[config.mk]
export PLATFORM = sky130hd
export DESIGN_NAME = crubits_bank
export DESIGN_NICKNAME = d
export VERILOG_FILES = /design/src/rtl/crubits_bank.sv
export SDC_FILE = /design/constraint.sdc
export NUM_CORES = 1
export LEC_CHECK = 0
export ABC_AREA = 1
export CAP_MARGIN = 20
export CORE_MARGIN = 2
export CORE_UTILIZATION = 40
export CTS_BUF_LIST = sky130_fd_sc_hd__clkbuf_4
export CTS_CLUSTER_SIZE = 30
export DETAILED_ROUTE_END_ITERATION = 10
export GPL_TIMING_DRIVEN = 1
export PLACE_DENSITY = 0.84
export SETUP_SLACK_MARGIN = 0.3
export SYNTH_ARGS = -nofsm -noshare
export SYNTH_HDL_FRONTEND = slang
export SYNTH_SLANG_ARGS = --single-unit
[constraint.sdc]
create_clock -name clk -period 3.6 [get_ports clk]
set_input_delay 0.9 -clock clk [delete_from_list [all_inputs] [get_ports clk]]
set_output_delay 0.9 -clock clk [all_outputs]
set_load 0.01 [all_outputs]
[src/rtl/crubits_bank.sv]
// crubits_bank: TI-99/4A CRU output-bit bank with synchronised strobe, write pulses and read-back
module crubits_bank #(
    parameter int NUM_BITS = 8,
    parameter logic [0:NUM_BITS-1] RESET_VALUE = '0,
    parameter logic [0:NUM_BITS-1] RB_SEL = '0
) (
    input  logic                clk,
    input  logic                reset_n,
    input  logic [0:3]          cru_base,
    input  logic                cru_clk,
    input  logic [0:14]         addr,
    input  logic                ti_cru_out,
    input  logic [0:NUM_BITS-1] status_in,
    output logic [0:NUM_BITS-1] bits,
    output logic [0:NUM_BITS-1] bit_wr,
    output logic                ti_cru_in,
    output logic                cru_in_oe
);
    localparam logic [7:0] NB = 8'(NUM_BITS);
    logic [6:0] idx;
    logic hit;
    logic s1, s2, s3, fall_q;
    logic h_hit, h_data;
    logic [6:0] h_idx;
    logic [0:NUM_BITS-1] wr_vec;
    logic rd;
    assign idx = addr[8:14];
    assign hit = addr[0:3] == 4'b0001 && addr[4:7] == cru_base && {1'b0, idx} < NB;
    assign ti_cru_in = hit & rd;
    assign cru_in_oe = hit;
    always_comb begin
        wr_vec = '0;
        rd = 1'b0;
        for (int i = 0; i < NUM_BITS; i++) begin
            wr_vec[i] = fall_q && h_hit && h_idx == 7'(i);
            if (idx == 7'(i)) rd = RB_SEL[i] ? status_in[i] : bits[i];
        end
    end
    // hold registers track the bus only while the synchronised strobe is high
    always_ff @(posedge clk or negedge reset_n) begin
        if (!reset_n) begin
            s1 <= 1'b0;
            s2 <= 1'b0;
            s3 <= 1'b0;
            fall_q <= 1'b0;
            h_hit <= 1'b0;
            h_idx <= '0;
            h_data <= 1'b0;
            bits <= RESET_VALUE;
            bit_wr <= '0;
        end else begin
            s1 <= cru_clk;
            s2 <= s1;
            s3 <= s2;
            fall_q <= s3 & ~s2;
            if (s2) begin
                h_hit <= hit;
                h_idx <= idx;
                h_data <= ti_cru_out;
            end
            bits <= (bits & ~wr_vec) | (wr_vec & {NUM_BITS{h_data}});
            bit_wr <= wr_vec;
        end
    end
endmodule
==> results.py <==
metrics = {
    "global_routing": {
        "grt_pass1_wl_um": 4436,
        "groute.usage.overall_pct": 16.62,
        "gr-total-overflow": 0,
        "grt_max_degree": 30,
        "antenna_found_initial": 0,
        "grt_pass1_vias": 1064,
    },
    "floorplanning": {
        "initial_utilization_pct": 42.30,
        "core.rowCount": 20,
        "die_h_um": 60.82,
        "core_area_sq_um": 3053,
        "fp.dieW_um": 60.82,
        "ioPinCount": 49,
        "dieArea_sq_um": 3698,
    },
    "clocking": {
        "hold_buffers": 0,
        "root_buffer": "clkbuf_4",
        "cts_tree": "yes",
        "clk_latency_ns": 0.32,
        "h-tree-depth": 2,
        "numCtsBuffers": 5,
        "clk_pin_slew_ns": 0.07,
        "cts.sink_count": 29,
        "cts_buffer_depth": 2,
    },
    "timing": {
        "finalCriticalPeriod_ns": 3.132,
        "finalHoldViolCount": 0,
        "setup_viol": 0,
        "fin_setup_tns_ns": 0,
        "slew_headroom_pct": 64.23,
        "finalCritPeriodShare_pct": 87.01,
        "rsz0062_at_grt": "false",
        "finalClockSkew_ns": 0.01915,
        "fmax_mhz": 319.3,
        "slew_viol_final": 0,
        "worst_hold_slack_ns": 0.3533,
        "tightest_slew_ns": 0.5365,
    },
    "layout": {
        "fin_util_pct": 58.77,
        "fillCellCount": 278,
        "drive_above_1_share_pct": 8.458,
        "layout.nets": 232,
        "diodes": 0,
        "synthToLayoutAreaGrowth_pct": 38.95,
    },
    "pwr": {
        "p_leak_uw": 0.0009020,
        "ir_drop_uv": 155.2,
        "comb_power_share_pct": 11.9,
        "p_seq_share_pct": 57.9,
        "power_uw": 593.8,
        "power.share.switching_pct": 24.40,
        "switchingPower_uw": 144.9,
        "p_per_area_nw_per_um2": 331.0,
        "intPower_uw": 448.9,
        "power_frac_clock_pct": 30.2,
    },
    "detailed_routing": {
        "drt_iter0_drc": 18,
        "via_per_inst": 4.580,
        "firstDrtPassIters": 4,
        "finalWirelength_um": 2677,
        "num_vias": 1122,
        "wire_per_inst_um": 10.93,
        "remaining_drc_errors": 0,
        "ant_nets": 0,
    },
    "placed_design": {
        "gp_congestion": 0.8200,
        "hpwl_um": 2052,
        "io_buffer_count": 40,
    },
    "synthesis": {
        "yosysSeqAreaShare_pct": 56.20,
        "syn_inst": 154,
        "yosys.cell_types.count": 21,
        "synth.avg_cell_area_sq_um": 8.385,
        "synth-warning-count": 0,
        "synth_nets": 185,
        "synth_area_sq_um": 1291,
        "ys_ff_latch": 29,
    },
    "critical_path": {
        "crit_arrival_ns": 2.23,
        "worstSetupPathType": "input pin to output pin",
        "critPathMaxFanout": 3,
        "worstPathRequired_ns": 2.70,
        "critPathCaptureType": "output pin",
        "setup.worst_path.start_class": "input pin",
    },
    "flow_run": {
        "maxCapViolations": 0,
    },
    "outcome": {
        "status": "completed",
    },
    "worst_hold_path": {
        "hold_path.class": "flop to flop",
    },
}
-- timing repair --
action,4_1_cts,5_1_grt
endpoints found under the hold margin,0,0
resized for setup,2,6
pin swaps,0,1
endpoints found under the setup margin,2,2
setup buffers,0,0
-- power by group through the flow --
stage / Combinational, uW / Clock (uW) / Sequential [uW]
after floorplan: 31.4 / 0 / 347
after global placement: 68.3 / 0 / 349
after detailed placement: 70.9 / 0 / 350
after CTS: 71.2 / 181 / 344
after global routing: 79.8 / 194 / 346
final: 70.4 / 179 / 344
-- metrics by stage --
stage,std cells,worst slack (ns),cell area (sq um)
finish,245,0.4678,1794
global route,245,0.3541,1794
CTS,245,0.3438,1799
detailed placement,238,0.07081,1753
global placement,238,0.07341,1753
floorplan,154,0.9887,1291
-- cell type report --
type / count / area [sq um] / share of cell area [%]
clock buffer: 6 / 45.04 / 2.510
clock inverter: 1 / 3.754 / 0.2092
sequential: 29 / 725.7 / 40.45
multi-input combinational: 92 / 440.4 / 24.55
timing repair buffer: 42 / 407.9 / 22.73
tap: 44 / 55.05 / 3.068
inverter: 31 / 116.4 / 6.485
-- layer usage --
| metal | wire [um] | track usage [%] | vias up |
|---|---|---|---|
| met4 | 43 | 5.901 | 0 |
| met5 | 0 | 0 | - |
| met1 | 1118 | 17.62 | 513 |
| li1 | - | - | 563 |
| met3 | 181 | 5.757 | 8 |
| met2 | 1332 | 30.41 | 38 |
-- worst max-delay path, cell delays in order --
cell and delay [ns]:
clkdlybuf4s50_1 0.43, or2_1 0.24, nor2_2 0.16, inv_2 0.05
nor2_2 0.11, nand3_1 0.08, a21oi_2 0.11, clkbuf_2 0.14
-- cells in the mapped netlist, drive strengths merged --
library cell   n  area share [%]
a21oi          2             1.1
buf            1            0.39
clkbuf         1            0.29
dfrtp         29              56
inv           31             9.0
mux2           1            0.87
nand2         38              11
nand3         10             3.9
nand4          1            0.48
nor2          13             4.2
nor3           4             2.3
nor4           1            0.48
o21ai         17             6.6
or2            1            0.48
xnor2          3             2.0
xor2           1            0.68
-- cell families after synthesis --
family | count (synthesis) | share of synthesized area, %
muxes | 1 | 0.8720
DFF | 29 | 56.20
and+or+nand+nor | 68 | 22.87
buffers and inverters | 33 | 9.689
xor gates and xnor gates | 4 | 2.714
AOI/OAI and AO/OA | 19 | 7.655
-- path summary, 6_finish.rpt --
check / start / to / slack, ns / cells after the start
min in group asynchronous: reset_n / async pin / 0.95 / 2
min reg2reg: s1$_DFF_PN0_ / s2$_DFF_PN0_ / 0.35 / 0
min: s1$_DFF_PN0_ / s2$_DFF_PN0_ / 0.35 / 0
max in group asynchronous: reset_n / h_data$_DFFE_PN0P_ / 2.37 / 2
max: addr[10] / ti_cru_in / 0.47 / 8
max reg2reg: h_idx[5]$_DFFE_PN0P_ / flop / 2.34 / 6
-- cell usage in the layout, fill, tap and decap left out --
cell type	n
dlymetal6s2s_1	1
xor2_1	1
nand2_1	38
buf_4	2
nand3_1	10
nor2_2	2
clkdlybuf4s50_1	37
mux2_2	1
nand4_1	1
o21ai_0	15
nor3_2	2
clkbuf_2	2
o21ai_1	2
inv_2	1
clkinv_1	1
a21oi_2	1
clkbuf_4	6
xnor2_1	3
a21oi_1	1
nor3_1	2
nor2_1	11
dfrtp_1	29
inv_1	30
or2_1	1
nor4_1	1
Power figures use the tool's default switching activity.
